## src/rtl/ctrl_reg_pkg.sv

```systemverilog
// rtl/ctrl_reg_pkg.sv - shared types and constants for the control register initiator
// Contents: FSM state enum, command header bit positions, register addresses,
// state-register encodings and a header reserved-bit check helper.
package ctrl_reg_pkg;

  typedef enum logic [2:0] {
    IDLE     = 3'd0,
    GET_DATA = 3'd1,
    WRITE    = 3'd2,
    READ     = 3'd3,
    RESP     = 3'd4
  } state_t;

  localparam int CMD_WRITE_BIT = 7;
  localparam int CMD_RSVD_MSB  = 6;
  localparam int CMD_RSVD_LSB  = 3;

  localparam logic [2:0] ADDR_PALETTE = 3'b000;
  localparam logic [2:0] ADDR_STATE   = 3'b001;

  localparam logic [7:0] STATE_NORMAL  = 8'd0;
  localparam logic [7:0] STATE_LOADING = 8'd1;
  localparam logic [7:0] STATE_BOOT    = 8'd2;

  // A header is malformed when any reserved bit is set.
  function automatic logic hdr_rsvd_err(input logic [7:0] hdr);
    return |hdr[CMD_RSVD_MSB:CMD_RSVD_LSB];
  endfunction

endpackage

```

## src/rtl/ctrl_timeout_counter.sv

```systemverilog
// rtl/ctrl_timeout_counter.sv - wait-for-data timeout counter
// Ports:
//   clk, rst  : clock, synchronous active-high reset
//   clear     : force count to zero
//   enable    : advance count by one (stops at the last value)
//   expired   : count has reached TIMEOUT_CYCLES-1
module ctrl_timeout_counter #(
  parameter int TIMEOUT_CYCLES = 1024
) (
  input  logic clk,
  input  logic rst,
  input  logic clear,
  input  logic enable,
  output logic expired
);

  localparam int CW = (TIMEOUT_CYCLES > 1) ? $clog2(TIMEOUT_CYCLES) : 1;
  localparam logic [CW-1:0] LAST = CW'(TIMEOUT_CYCLES - 1);

  logic [CW-1:0] count;

  always_ff @(posedge clk) begin
    if (rst || clear) begin
      count <= '0;
    end else if (enable && !expired) begin
      count <= count + CW'(1);
    end
  end

  assign expired = (count == LAST);

endmodule

```

## src/rtl/ctrl_reg_initiator.sv

```systemverilog
// rtl/ctrl_reg_initiator.sv - byte-stream to register read/write initiator
// Optional feature macro: CTRL_WRITE_ECHO_EN (read back and return every written register).
// Ports:
//   clk, rst                      : clock, synchronous active-high reset
//   cmd_data/cmd_valid/cmd_ready  : command byte stream from the bus bridge
//   rsp_data/rsp_valid/rsp_ready  : response byte stream to the bus bridge
//   reg_read_addr/reg_read_data   : register file read port (combinational data)
//   reg_write_addr/data/enable    : register file write port
//   err_count                     : saturating count of malformed headers and data timeouts
module ctrl_reg_initiator
  import ctrl_reg_pkg::*;
#(
  parameter int TIMEOUT_CYCLES = 1024,
  parameter int ADDR_W         = 3
) (
  input  logic              clk,
  input  logic              rst,
  input  logic [7:0]        cmd_data,
  input  logic              cmd_valid,
  output logic              cmd_ready,
  output logic [7:0]        rsp_data,
  output logic              rsp_valid,
  input  logic              rsp_ready,
  output logic [ADDR_W-1:0] reg_read_addr,
  input  logic [7:0]        reg_read_data,
  output logic [ADDR_W-1:0] reg_write_addr,
  output logic [7:0]        reg_write_data,
  output logic              reg_write_enable,
  output logic [7:0]        err_count
);

  state_t state;
  state_t next_state;

  logic cmd_xfer;
  logic rsp_xfer;
  logic rsvd_err;
  logic hdr_ok;
  logic timeout_expired;
  logic timeout_hit;
  logic to_clear;
  logic to_enable;

  assign cmd_xfer    = cmd_valid && cmd_ready;
  assign rsp_xfer    = rsp_valid && rsp_ready;
  assign rsvd_err    = hdr_rsvd_err(cmd_data);
  assign hdr_ok      = (state == IDLE) && cmd_xfer && !rsvd_err;
  // A byte arriving on the last allowed cycle still wins over the timeout.
  assign timeout_hit = (state == GET_DATA) && !cmd_xfer && timeout_expired;

  ctrl_timeout_counter #(
    .TIMEOUT_CYCLES(TIMEOUT_CYCLES)
  ) u_timeout (
    .clk    (clk),
    .rst    (rst),
    .clear  (to_clear),
    .enable (to_enable),
    .expired(timeout_expired)
  );

  always_comb begin
    next_state = state;
    to_clear   = 1'b1;
    to_enable  = 1'b0;
    case (state)
      IDLE: begin
        if (hdr_ok) begin
          next_state = cmd_data[CMD_WRITE_BIT] ? GET_DATA : READ;
        end
      end
      GET_DATA: begin
        to_clear = 1'b0;
        if (cmd_xfer) begin
          next_state = WRITE;
        end else if (timeout_expired) begin
          next_state = IDLE;
        end else begin
          to_enable = 1'b1;
        end
      end
      WRITE: begin
`ifdef CTRL_WRITE_ECHO_EN
        next_state = READ;
`else
        next_state = IDLE;
`endif
      end
      READ:    next_state = RESP;
      RESP:    if (rsp_xfer) next_state = IDLE;
      default: next_state = IDLE;
    endcase
  end

  always_ff @(posedge clk) begin
    if (rst) begin
      state            <= IDLE;
      cmd_ready        <= 1'b0;
      rsp_valid        <= 1'b0;
      rsp_data         <= 8'd0;
      reg_read_addr    <= '0;
      reg_write_addr   <= '0;
      reg_write_data   <= 8'd0;
      reg_write_enable <= 1'b0;
      err_count        <= 8'd0;
    end else begin
      state            <= next_state;
      // Outputs are registered, so they are decoded from the state being entered.
      cmd_ready        <= (next_state == IDLE) || (next_state == GET_DATA);
      reg_write_enable <= (next_state == WRITE);
      rsp_valid        <= (next_state == RESP);

      if (hdr_ok) begin
        if (cmd_data[CMD_WRITE_BIT]) begin
          reg_write_addr <= cmd_data[ADDR_W-1:0];
        end else begin
          reg_read_addr  <= cmd_data[ADDR_W-1:0];
        end
      end

      if ((state == GET_DATA) && cmd_xfer) begin
        reg_write_data <= cmd_data;
`ifdef CTRL_WRITE_ECHO_EN
        reg_read_addr  <= reg_write_addr;
`endif
      end

      if (state == READ) begin
        rsp_data <= reg_read_data;
      end

      if ((((state == IDLE) && cmd_xfer && rsvd_err) || timeout_hit) && (err_count != 8'hFF)) begin
        err_count <= err_count + 8'd1;
      end
    end
  end

endmodule

```

## config.mk

```make
export PLATFORM = sky130hd
export DESIGN_NAME = ctrl_reg_initiator
export DESIGN_NICKNAME = d
export VERILOG_FILES = /design/src/rtl/ctrl_reg_pkg.sv /design/src/rtl/ctrl_timeout_counter.sv /design/src/rtl/ctrl_reg_initiator.sv
export SDC_FILE = /design/constraint.sdc
export NUM_CORES = 1
export LEC_CHECK = 0
export CAP_MARGIN = 20
export CORE_UTILIZATION = 25
export DETAILED_ROUTE_END_ITERATION = 12
export GPL_ROUTABILITY_DRIVEN = 1
export GPL_TIMING_DRIVEN = 0
export SLEW_MARGIN = 15
export SYNTH_ARGS = -nofsm -noshare
export SYNTH_HDL_FRONTEND = slang
export SYNTH_SLANG_ARGS = --single-unit
```

## constraint.sdc

```tcl
create_clock -name clk -period 2.2 [get_ports clk]
set_input_delay 0.22 -clock clk [delete_from_list [all_inputs] [get_ports clk]]
set_output_delay 0.22 -clock clk [all_outputs]
set_load 0.1 [all_outputs]
```

Yosys cells after proc, flatten, opt, wreduce, memory -nomap -nowiden
Index checks and enable logic that the tools add are counted.

Add/sub/neg operators: 2. Eq/ne operators: 8. Muxes and demuxes: 10. Bitwise gates (word level): 1. Reductions and logical operators: 21.

Operators by type and width (count): $mux 3 (4); $pmux 3 s4 (1); $add 10x1->10 const B (1); $eq 10x10->1 const B (1); $logic_and 1x1->1 (10); $add 8x1->8 const B (1); $ne 8x8->1 const B (1); $eq 3x1->1 const B (2); $eq 3x2->1 const B (2); $eq 3x3->1 const B (2); $logic_not 3->1 (2); $mux 1 (4); $reduce_and 2->1 (2); $reduce_or 4->1 (1); $logic_not 1->1 (3); $logic_or 1x1->1 (3); $mux 2 (1); $not 1->1 (1).

Flip-flop bits (word level): 46. Bits of input ports: 20. Output and inout bits: 33. Logic and storage cells: 52.

Longest topological paths before layout
Gate-level depths: netlist of the first run.

Word-level depth: 7. Mapped depth: 7. Mapped depth without buffers: 6.

Hierarchy
A second synthesis of the first run with hierarchy kept.

Cells, all modules: 219. Area, all modules: 2102.0 um^2.

Modules (own cells, without submodules): ctrl_reg_initiator (instances 1, cells an instance 151, area an instance 1508.9 um^2, sequential area each 720.7 um^2); ctrl_timeout_counter (instances 1, cells an instance 68, area an instance 593.1 um^2, sequential area each 200.2 um^2).

Worst setup path before layout of the first run
OpenSTA, ideal clock, no wires.

Path kind: register to register. Start: register cmd_ready. End: register err_count[4]. Setup time: 0.121 ns. Arrival: 2.278 ns. Data required time: 2.079 ns. Slack: -0.198 ns. Cell stages (with the launch flop): 7. Buffers on the path: 1. Period minus slack after synthesis: 2.398 ns. Cell sequence: dfxtp_1 -> nand2_1 -> nor4_1 -> a31oi_1 -> buf_6 -> nor3_1 -> mux2_2.

Word-level cells in the longest chain between the ends: 6. Elaborated cells on any way between the ends: 8. Classes of those cells: reduce/logical (8).

Ends and longest elaborated chain: start, declared (RTL line ctrl_reg_initiator.sv:20) `output logic cmd_ready,`; start signal, assigned (RTL line ctrl_reg_initiator.sv:108) `cmd_ready <= (next_state == IDLE) || (next_state == GET_DATA);`; $logic_and 1x1->1 * (RTL line ctrl_reg_initiator.sv:44) `assign cmd_xfer = cmd_valid && cmd_ready;`; $logic_not 1->1 (RTL line ctrl_reg_initiator.sv:49) `assign timeout_hit = (state == GET_DATA) && !cmd_xfer && timeout_expired;`; $logic_and 1x1->1 (2 in a row) (RTL line ctrl_reg_initiator.sv:49); $logic_or 1x1->1 * (RTL line ctrl_reg_initiator.sv:131) `if ((((state == IDLE) && cmd_xfer && rsvd_err) || timeout_hit) && (err_count != 8'hFF)) begin`; $logic_and 1x1->1 * (RTL line ctrl_reg_initiator.sv:131); end signal, assigned (RTL line ctrl_reg_initiator.sv:132) `err_count <= err_count + 8'd1;`; end, declared (RTL line ctrl_reg_initiator.sv:29) `output logic [7:0] err_count`.

Every way passes the cells marked *; elsewhere a longest branch is shown, timed or not. A chain may end at the register's enable or synchronous reset.

Worst setup path in the final report of the first run
Start: register err_count[4]. End: output port err_count[4].

No word-level cell between the ends.

==> impl_metrics.yaml, run 1 <==
route:
  first_pass_iters: 4
  drt_wl_total_um: 4260
  drc: 0
  vias: 1618
  antenna_left: 0
  vias_per_cell: 4.38
  drt-initial-drc-count: 122
  wire_per_inst_um: 11.6
finish:
  nNetsFinal: 291
  nFillCells: 791
  antenna_cells: 0
  area_growth_pct: 40.4
  final_layout_size_suffix_gt1_share_pct: 8.52
worst_setup_path:
  reg2reg_to: "err_count[4]"
  critPathLaunchType: "flip-flop"
  ff2ff_path_depth: 7
  required_ps: 1980
  rr_startpoint: "u_timeout.count[1]"
  path_buf_inv: 1
  max_stage_delay_ps: 1170
  cp_cell_sequence: "clkdlybuf4s50_1"
  cp_slowest_cell: "clkdlybuf4s50_1"
  crit_path_end_kind: "output pin"
  r2r_slack_ps: 150
  worstPathArrival_ps: 1890
  worst-setup-path-type: "reg -> out"
  cp_top_family: "buffers and inverters"
  crit_path_max_fanout: 6
clocking:
  numCtsBuffers: 5
  clkTransAtPathRegs_ps: 80
  insertion_delay_ps: 300
  tritoncts: "built"
  ctsHoldBuffers: 0
  cts_sinks: 46
  cts.htree.levels: 2
  clock_path_buffers: 2
  postCtsSetupRepairBufs: 0
  clock-root-buffer: "clkbuf_8"
power:
  powerDensity_nw_per_um2: 597
  ir_drop_mv: 0.281
  p_total_uw: 1590
  pwr-share-comb_pct: 7.2
  intPower_uw: 1220
  netSwitchingFraction_pct: 23.0
  power_frac_seq_pct: 53.0
  switchingPower_uw: 366
  clock_power_share_pct: 39.8
  p_leak_uw: 0.000977
synth:
  async_flop_share_pct: 0
  yosysWarnings: 0
  synth_edf_count: 0
  synthDistinctLibCells: 37
  ys_seq_elements: 46
  syn-num-nets: 233
  synth_cells: 211
  syn_area_um2: 1890
  ys.flop_type: "dfxtp_1"
  avgSynthCellArea_um2: 8.98
  synth-seq-area-share_pct: 48.6
sta:
  fin_ws_ps: 89.0
  finalSetupTns_ps: 0
  drv_slew: 0
  worstMarginPinSlew_ps: 989
  setup_viol: 0
  min_period_ps: 2110
  hold_slack_ps: 350
  rsz0062_at_grt: "yes"
  fin_crit_sh_pct: 96.0
  fin_skew_ps: 6.77
  maxSlewHeadroom_pct: 33.9
  finalHoldViolCount: 0
  max_freq_ghz: 0.474
min_path:
  hold_path.class: "in -> reg"
  min_path_cells: 3
  min_from: "rst"
  min_to: "err_count[4]"
die:
  core_um2: 7290
  rows: 31
  io_pins: 53
  die_area_um2: 7930
  die-height_um: 89.0
  die_w_um: 89.0
  start_util_pct: 26.0
place:
  numPortBuffers: 51
  dp_hpwl_um: 3100
  gp_congestion: 0.819
  dp_slack_ps: -44.4
global_routing:
  grt.overflow.total: 0
  grt_first_pass_wirelength_um: 7010
  grt_start_max_net_pins: 16
  globalRouteTotalUtil_pct: 11.4
  grt_pass1_vias: 1545
  antenna_found_initial: 0
run:
  maxCapViolations: 0
outcome:
  outcome: "completed"
[power groups by stage]
| stage | registers, uW | logic (uW) | clock network [uW] |
|---|---|---|---|
| finish | 841 | 115 | 632 |
| CTS | 841 | 115 | 654 |
| global route | 842 | 123 | 688 |
| global placement | 861 | 114 | 0 |
| detailed placement | 861 | 114 | 0 |
| floorplan | 890 | 30.0 | 0 |
[placed cells by master (no fill, tap or decap), types with 2 or more instances in the layout]
cell	instances
nor2b_1	3
nand3_1	8
dfxtp_1	44
nor4_1	3
or2_2	2
a21oi_1	13
clkinvlp_4	2
inv_1	4
mux2i_1	16
o41ai_1	2
clkbuf_1	6
mux2_2	2
nor3_1	6
buf_2	2
clkbuf_8	5
nand4_1	6
dlymetal6s2s_1	2
xor2_1	5
xnor2_1	4
nor2_1	35
dfxtp_2	2
clkdlybuf4s50_1	49
or4_1	2
nand2_1	27
[worst max-delay path by stage]
stage	startpoint	endpoint	depth (start not counted)
2_1_floorplan	err_count[2]	err_count[5]	4
6_report	err_count[4]	err_count[4]	1
5_1_grt	u_timeout.count[1]	err_count[4]	7
4_1_cts	err_count[3]	err_count[3]	1
3_3_place_gp	cmd_data[3]	err_count[0]	7
3_5_place_dp	cmd_data[3]	err_count[0]	7
[Yosys cell counts (2+ instances only)]
cell type  instances  area share, %
or4_1              2           0.79
o41ai_1            2           0.92
mux2_2             2            1.2
or2_2              2           0.66
nand3_1            8            2.1
buf_2              2           0.53
xnor2_1            4            1.8
inv_1              4           0.79
nor4_1             3           0.99
ha_1               2            1.3
nor2_1            35            6.9
dfxtp_1           46             49
nand4_1            6            2.0
a21oi_1           13            3.4
nor2b_1            3           0.99
mux2i_1           16            8.5
xor2_1             5            2.3
nor3_1             6            1.6
nand2_1           27            5.4
clkbuf_1           6            1.2
[metal layers]
metal	vias up	part of all wire [%]	GRT usage [%]	wire length [um]
li1	844	-	-	-
met1	732	47	14.4	2010
met2	33	47	17.9	2010
met3	9	3.9	3.05	168
met4	0	1.9	5.77	81
met5	-	0	0	0
[state kept, by name, summed over array words and instances (netlist names)]
signal and count:
err_count 8, reg_write_addr 3, cmd_ready 1, reg_write_data 8, rsp_valid 1, rsp_data 8
state 3, u_timeout.count 10, reg_read_addr 3, reg_write_enable 1
[cells by family (layout without fill, tap and decap cells)]
group                    count (synthesis)  count (layout)  share of synthesized area, %
AND/OR/NAND/NOR                        100             100                          25.4
multiplexers                            18              18                          9.64
AO/OA/AOI/OAI                           23              23                          7.73
buffers and inverters                   13              72                          3.10
XOR/XNOR                                 9               9                          4.16
adder cells (fa/ha/maj)                  2               2                          1.32
flip-flops                              46              46                          48.6
[repair_timing]
action | CTS | global route
gates resized for setup | 0 | 5
setup endpoints to repair | 0 | 5
endpoints found under the hold margin | 0 | 0
[final cells by class]
type / instances / area, um2 / area share (%)
buffer: 9 / 43.8 / 1.65
clock buffer: 5 / 68.8 / 2.59
clock inverter: 3 / 45.0 / 1.69
inverter: 4 / 15.0 / 0.565
multi-input combinational: 152 / 923 / 34.7
sequential: 46 / 923 / 34.7
tap: 99 / 124 / 4.66
timing repair buffer: 51 / 515 / 19.4
[per-stage QoR]
stage	util [%]	instance area, um2	instances
global route	36.5	2660	369
CTS	36.3	2640	369
detailed placement	34.7	2530	361
finish	36.5	2660	369
global placement	34.7	2530	361
floorplan	-	1900	211
[worst reg2reg max path, delay by kind of cell, from the launching register on]
| family | cells | cell delay [ps] |
|---|---|---|
| adders and majority gates | 1 | 250 |
| DFF | 1 | 400 |
| buffers and inverters | 1 | 170 |
| and+or+nand+nor | 3 | 620 |
| muxes | 1 | 350 |
| AOI/OAI and AO/OA | 1 | 160 |
No activity file was read; power rests on OpenSTA's default activity.
==> inputs of run 2 (changes only) <==
--- a/config.mk
+++ b/config.mk
@@ -10,6 +10,7 @@
 export DETAILED_ROUTE_END_ITERATION = 12
 export GPL_ROUTABILITY_DRIVEN = 1
 export GPL_TIMING_DRIVEN = 0
+export REMOVE_ABC_BUFFERS = 1
 export SLEW_MARGIN = 15
 export SYNTH_ARGS = -nofsm -noshare
 export SYNTH_HDL_FRONTEND = slang
==> run 2 against run 1 <==
Clock power about the same. Maximum frequency down 0.11%. Final cell count down 2.2%. Worst setup slack worse by 2.4 ps. Clock-buffer cell count unchanged. Clock skew up 5.1 ps. Final area down 1.4%. Combinational power down 3%. First-iteration DRC count down 60%. Non-clock buffer count down 8. Largest power group unchanged. Highest routed layer unchanged.
==> impl_metrics.yaml, run 2 (same netlist as run 1, synthesis figures left out) <==
outcome:
  outcome: "completed"
clocking:
  insertion_delay_ps: 300
  postCtsSetupRepairBufs: 0
  cts.htree.levels: 2
  clock-root-buffer: "clkbuf_8"
  clock_path_buffers: 2
  numCtsBuffers: 5
  clkTransAtPathRegs_ps: 90
  cts_sinks: 46
  ctsHoldBuffers: 0
  tritoncts: "built"
route:
  vias: 1630
  first_pass_iters: 4
  dr.max_layer_used: "met4"
  wl_met2_um: 1960
  antenna_left: 0
  vias_per_cell: 4.52
  drc: 0
  wl_met3_um: 247
  wl_met1_um: 1960
  drt-initial-drc-count: 49
  wire_per_inst_um: 11.7
  drt_wl_total_um: 4220
worst_setup_path:
  critPathLaunchType: "flip-flop"
  worstPathArrival_ps: 1890
  crit_path_max_fanout: 6
  path_buf_inv: 1
  cp_cell_sequence: "clkdlybuf4s50_1"
  required_ps: 1980
  crit_cells: 1
  ff2ff_path_depth: 6
  max_stage_delay_ps: 1170
  cp_top_family: "buffers and inverters"
  crit_path_end_kind: "output pin"
  cp_slowest_cell: "clkdlybuf4s50_1"
  worst-setup-path-type: "reg -> out"
global_routing:
  grt_start_max_net_pins: 36
  grt.overflow.total: 0
  grt_pass1_vias: 1503
  globalRouteTotalUtil_pct: 11.3
  grt_first_pass_wirelength_um: 6830
  antenna_found_initial: 0
finish:
  nNetsFinal: 283
  regMostFlops: "u_timeout.count"
  area_growth_pct: 38.4
  mostFrequentLayoutCells: "49 x clkdlybuf4s50_1, 46 x dfxtp_1, 35 x nor2_1"
  largest_reg_flops: 10
  antenna_cells: 0
  final_common_cell: "clkdlybuf4s50_1"
  final_layout_size_suffix_gt1_share_pct: 6.87
min_path:
  hold_path.class: "in -> reg"
  min_path_cells: 2
power:
  powerDensity_nw_per_um2: 603
  ir_drop_mv: 0.225
  p_leak_uw: 0.000972
  p_total_uw: 1580
sta:
  min_period_ps: 2110
  finalSetupTns_ps: 0
  fin_crit_sh_pct: 96.1
  fin_ws_ps: 86.6
  finalHoldViolCount: 0
  max_freq_ghz: 0.473
  worstMarginPinSlew_ps: 985
  maxSlewHeadroom_pct: 34.1
  drv_slew: 0
  fin_skew_ps: 11.9
  rsz0062_at_grt: "no"
  setup_viol: 0
die:
  start_util_pct: 26.0
  die_w_um: 89.0
  io_pins: 53
  die-height_um: 89.0
  core_um2: 7290
  die_area_um2: 7930
  rows: 31
run:
  maxCapViolations: 0
place:
  gp_congestion: 0.731
  numPortBuffers: 52
  dp_slack_ps: -390
  dp_hpwl_um: 3070
-- run 2: area by class of cell --
| class | count | area (um2) |
|---|---|---|
| clock buffer | 5 | 68.8 |
| clock inverter | 3 | 43.8 |
| fill | 768 | 4670 |
| inverter | 4 | 15.0 |
| multi-input combinational | 152 | 930 |
| sequential | 46 | 921 |
| tap | 99 | 124 |
| timing repair buffer | 52 | 520 |
-- run 2: where the power goes --
| group | internal (uW) | switching, uW | leakage (uW) |
|---|---|---|---|
| logic | 45.4 | 65.3 | 0.000543 |
| registers | 836 | 4.50 | 0.000371 |
| clock network | 341 | 289 | 0.0000585 |
-- run 2: worst paths after layout --
check | end | slack [ps] | startpoint
max | err_count[4] | 90 | err_count[4]
min | rsp_data[4] | 430 | rst
max reg2reg | err_count[5] | 170 | u_timeout.count[0]
min reg2reg | reg_write_data[7] | 460 | reg_write_data[7]
-- run 2: timing repair --
| item | in CTS | in global routing |
|---|---|---|
| gates resized for setup | 1 | 3 |
| endpoints found under the setup margin | 1 | 6 |
| gates cloned | 0 | 0 |
-- run 2: metal layers --
metal / up-vias / global-route usage (%)
met3: 7 / 3.42
met1: 753 / 13.9
met4: 0 / 4.33
li1: 834 / -
met2: 36 / 18.5
met5: - / 0
-- run 2: through the flow --
stage	util (%)	instances	hold slack, ps	cell area, um2
final	36.0	361	434	2620
after global routing	36.0	361	459	2620
after CTS	35.8	361	448	2610
after detailed placement	34.1	353	447	2490
after global placement	34.2	353	445	2490
after floorplan	-	202	289	1850
==> inputs of run 3 (changes only) <==
--- a/config.mk
+++ b/config.mk
@@ -5,7 +5,9 @@
 export SDC_FILE = /design/constraint.sdc
 export NUM_CORES = 1
 export LEC_CHECK = 0
+export ABC_AREA = 1
 export CAP_MARGIN = 20
+export CORE_ASPECT_RATIO = 0.75
 export CORE_UTILIZATION = 25
 export DETAILED_ROUTE_END_ITERATION = 12
 export GPL_ROUTABILITY_DRIVEN = 1
==> run 3 against run 2 <==
Global-route usage up 1.0 points. Combinational power barely moved. First-iteration DRC count is 140% higher. Final area grew 2.5%. Critical path type unchanged.
==> impl_metrics.yaml, run 3 <==
sta:
  fin_skew_ps: 2.82
  setup_viol: 0
  finalSetupTns_ps: 0
  hold_slack_ps: 468
  max_freq_ghz: 0.471
  min_period_ps: 2120
  maxSlewHeadroom_pct: 33.2
  finalHoldViolCount: 0
  worstMarginPinSlew_ps: 999
  rsz0062_at_grt: "no"
  fin_crit_sh_pct: 96.6
  drv_slew: 0
power:
  power_frac_seq_pct: 58.4
  pwr-share-comb_pct: 7.9
  powerDensity_nw_per_um2: 535
  clock_power_share_pct: 33.7
  p_leak_uw: 0.000973
  ir_drop_mv: 0.216
  netSwitchingFraction_pct: 24.0
  switchingPower_uw: 345
  intPower_uw: 1090
clocking:
  tritoncts: "built"
  insertion_delay_ps: 290
  ctsHoldBuffers: 0
  cts_sinks: 46
  clock_path_buffers: 2
  clkTransAtPathRegs_ps: 80
  numCtsBuffers: 5
  postCtsSetupRepairBufs: 0
  cts.htree.levels: 2
  clock-root-buffer: "clkbuf_8"
min_path:
  min_path_cells: 2
  hold_path.class: "reg -> reg"
worst_setup_path:
  crit_path_max_fanout: 5
  max_stage_delay_ps: 1180
  cp_top_family: "buffers and inverters"
  crit_path_end_kind: "output pin"
  cp_cell_sequence: "clkdlybuf4s50_1"
  cp_slowest_cell: "clkdlybuf4s50_1"
  ff2ff_path_depth: 8
  crit_cells: 1
  path_buf_inv: 1
  worstPathArrival_ps: 1900
  worst-setup-path-type: "reg -> out"
  critPathLaunchType: "flip-flop"
  required_ps: 1980
run:
  maxCapViolations: 0
place:
  numPortBuffers: 52
  gp_congestion: 0.782
  dp_hpwl_um: 3530
  dp.cells: 423
  post_dp_cell_area_um2: 2610
synth:
  synthTopCellsByArea: "dfxtp_1 46%, nor2_1 9.8%, nand2_1 9.7%"
  synth_edf_count: 0
  synth_top_cells_by_count: "52 x nor2_1, 51 x nand2_1, 46 x dfxtp_1"
  yosysTopAreaCellShare_pct: 46.4
  yosysMostFrequentCell: "nor2_1"
  ys.flop_type: "dfxtp_1"
  yosysWarnings: 0
  synthDistinctLibCells: 22
  syn_area_um2: 1980
  avgSynthCellArea_um2: 7.24
  synth_cells: 274
  async_flop_share_pct: 0
  synth-seq-area-share_pct: 46.4
  yosysTopAreaCell: "dfxtp_1"
  ys_seq_elements: 46
finish:
  instances_no_fill: 430
  final_layout_size_suffix_gt1_share_pct: 5.47
  area_growth_pct: 35.6
  final_common_cell: "nor2_1"
  mostFrequentLayoutCells: "52 x nor2_1, 51 x nand2_1, 51 x clkdlybuf4s50_1"
  nFillCells: 814
  regMostFlops: "u_timeout.count"
  antenna_cells: 0
  final_area_um2: 2690
  nNetsFinal: 351
  largest_reg_flops: 10
  seq_area_um2: 921
  multi_input_area_um2: 946
  utilization_pct: 35.9
route:
  drc: 0
  vias: 1900
  wire_per_inst_um: 11.3
  drt_wl_total_um: 4870
  antenna_left: 0
  first_pass_iters: 4
  vias_per_cell: 4.42
  drt-initial-drc-count: 117
die:
  start_util_pct: 26.4
  core_um2: 7500
  io_pins: 53
  die_area_um2: 8300
  die-height_um: 79.1
  rows: 27
  die_w_um: 105
global_routing:
  grt_start_max_net_pins: 23
  grt.overflow.total: 0
  grt_pass1_vias: 1743
  grt_first_pass_wirelength_um: 8140
  antenna_found_initial: 0
  globalRouteTotalUtil_pct: 12.3
outcome:
  outcome: "completed"
## run 3: path summary, 6_finish.rpt
kind,start,endpoint,slack (ps)
worst max-delay path,err_count[2],err_count[2],80
worst min-delay path,reg_write_addr[1],reg_write_addr[1],470
worst max register to register,u_timeout.count[0],err_count[6],490
worst min register to register,reg_write_addr[1],reg_write_addr[1],470
## run 3: cell type report
type | instances | share of cell area, %
inverters | 25 | 3.49
multi-input cells | 199 | 35.2
repair buffers | 52 | 19.5
well taps | 101 | 4.70
flip-flops and latches | 46 | 34.2
clock buffers | 5 | 2.56
clock inverters | 2 | 0.372
## run 3: per-stage QoR
stage | worst slack (ps) | total power, uW
6_report | 75.2 | 1440
5_1_grt | 25.3 | 1500
4_1_cts | 17.7 | 1460
3_5_place_dp | 155 | 974
3_3_place_gp | 147 | 974
2_1_floorplan | 12.3 | 912
## run 3: power groups by stage
stage | combinational (uW) | clock [uW] | sequential [uW]
2_1_floorplan | 24.4 | 0 | 888
3_3_place_gp | 114 | 0 | 860
3_5_place_dp | 114 | 0 | 860
4_1_cts | 115 | 505 | 840
5_1_grt | 122 | 540 | 841
6_report | 113 | 486 | 840
## run 3: tightest hold or removal path, delay by kind of cell, from the launching register on
kind               cells  cell delay, ps
AOI/OAI and AO/OA      1              50
DFF                    1             320
and+or+nand+nor        1              60
## run 3: timing repair
item	in CTS	in global routing
hold endpoints to repair	0	0
setup endpoints to repair	0	1
resized for setup	0	1
## run 3: kinds of logic (layout without fill, tap and decap cells)
group                      Yosys count  in the layout  synth area share (%)
buffers and inverters               29             84                  5.87
AOI/OAI and AO/OA                   47             47                  11.9
xor gates and xnor gates             6              6                  2.65
DFF                                 46             46                  46.4
and+or+nand+nor                    144            144                  31.9
adders and majority gates            2              2                  1.26
## run 3: routing by layer
layer | vias to the layer above | GRT usage, % | part of all wire (%) | wire, um
li1 | 998 | - | - | -
met1 | 852 | 16.4 | 50 | 2450
met2 | 48 | 19.5 | 43 | 2100
met3 | 2 | 2.87 | 5.7 | 276
met4 | 0 | 4.23 | 0.82 | 40
met5 | - | 0 | 0 | 0
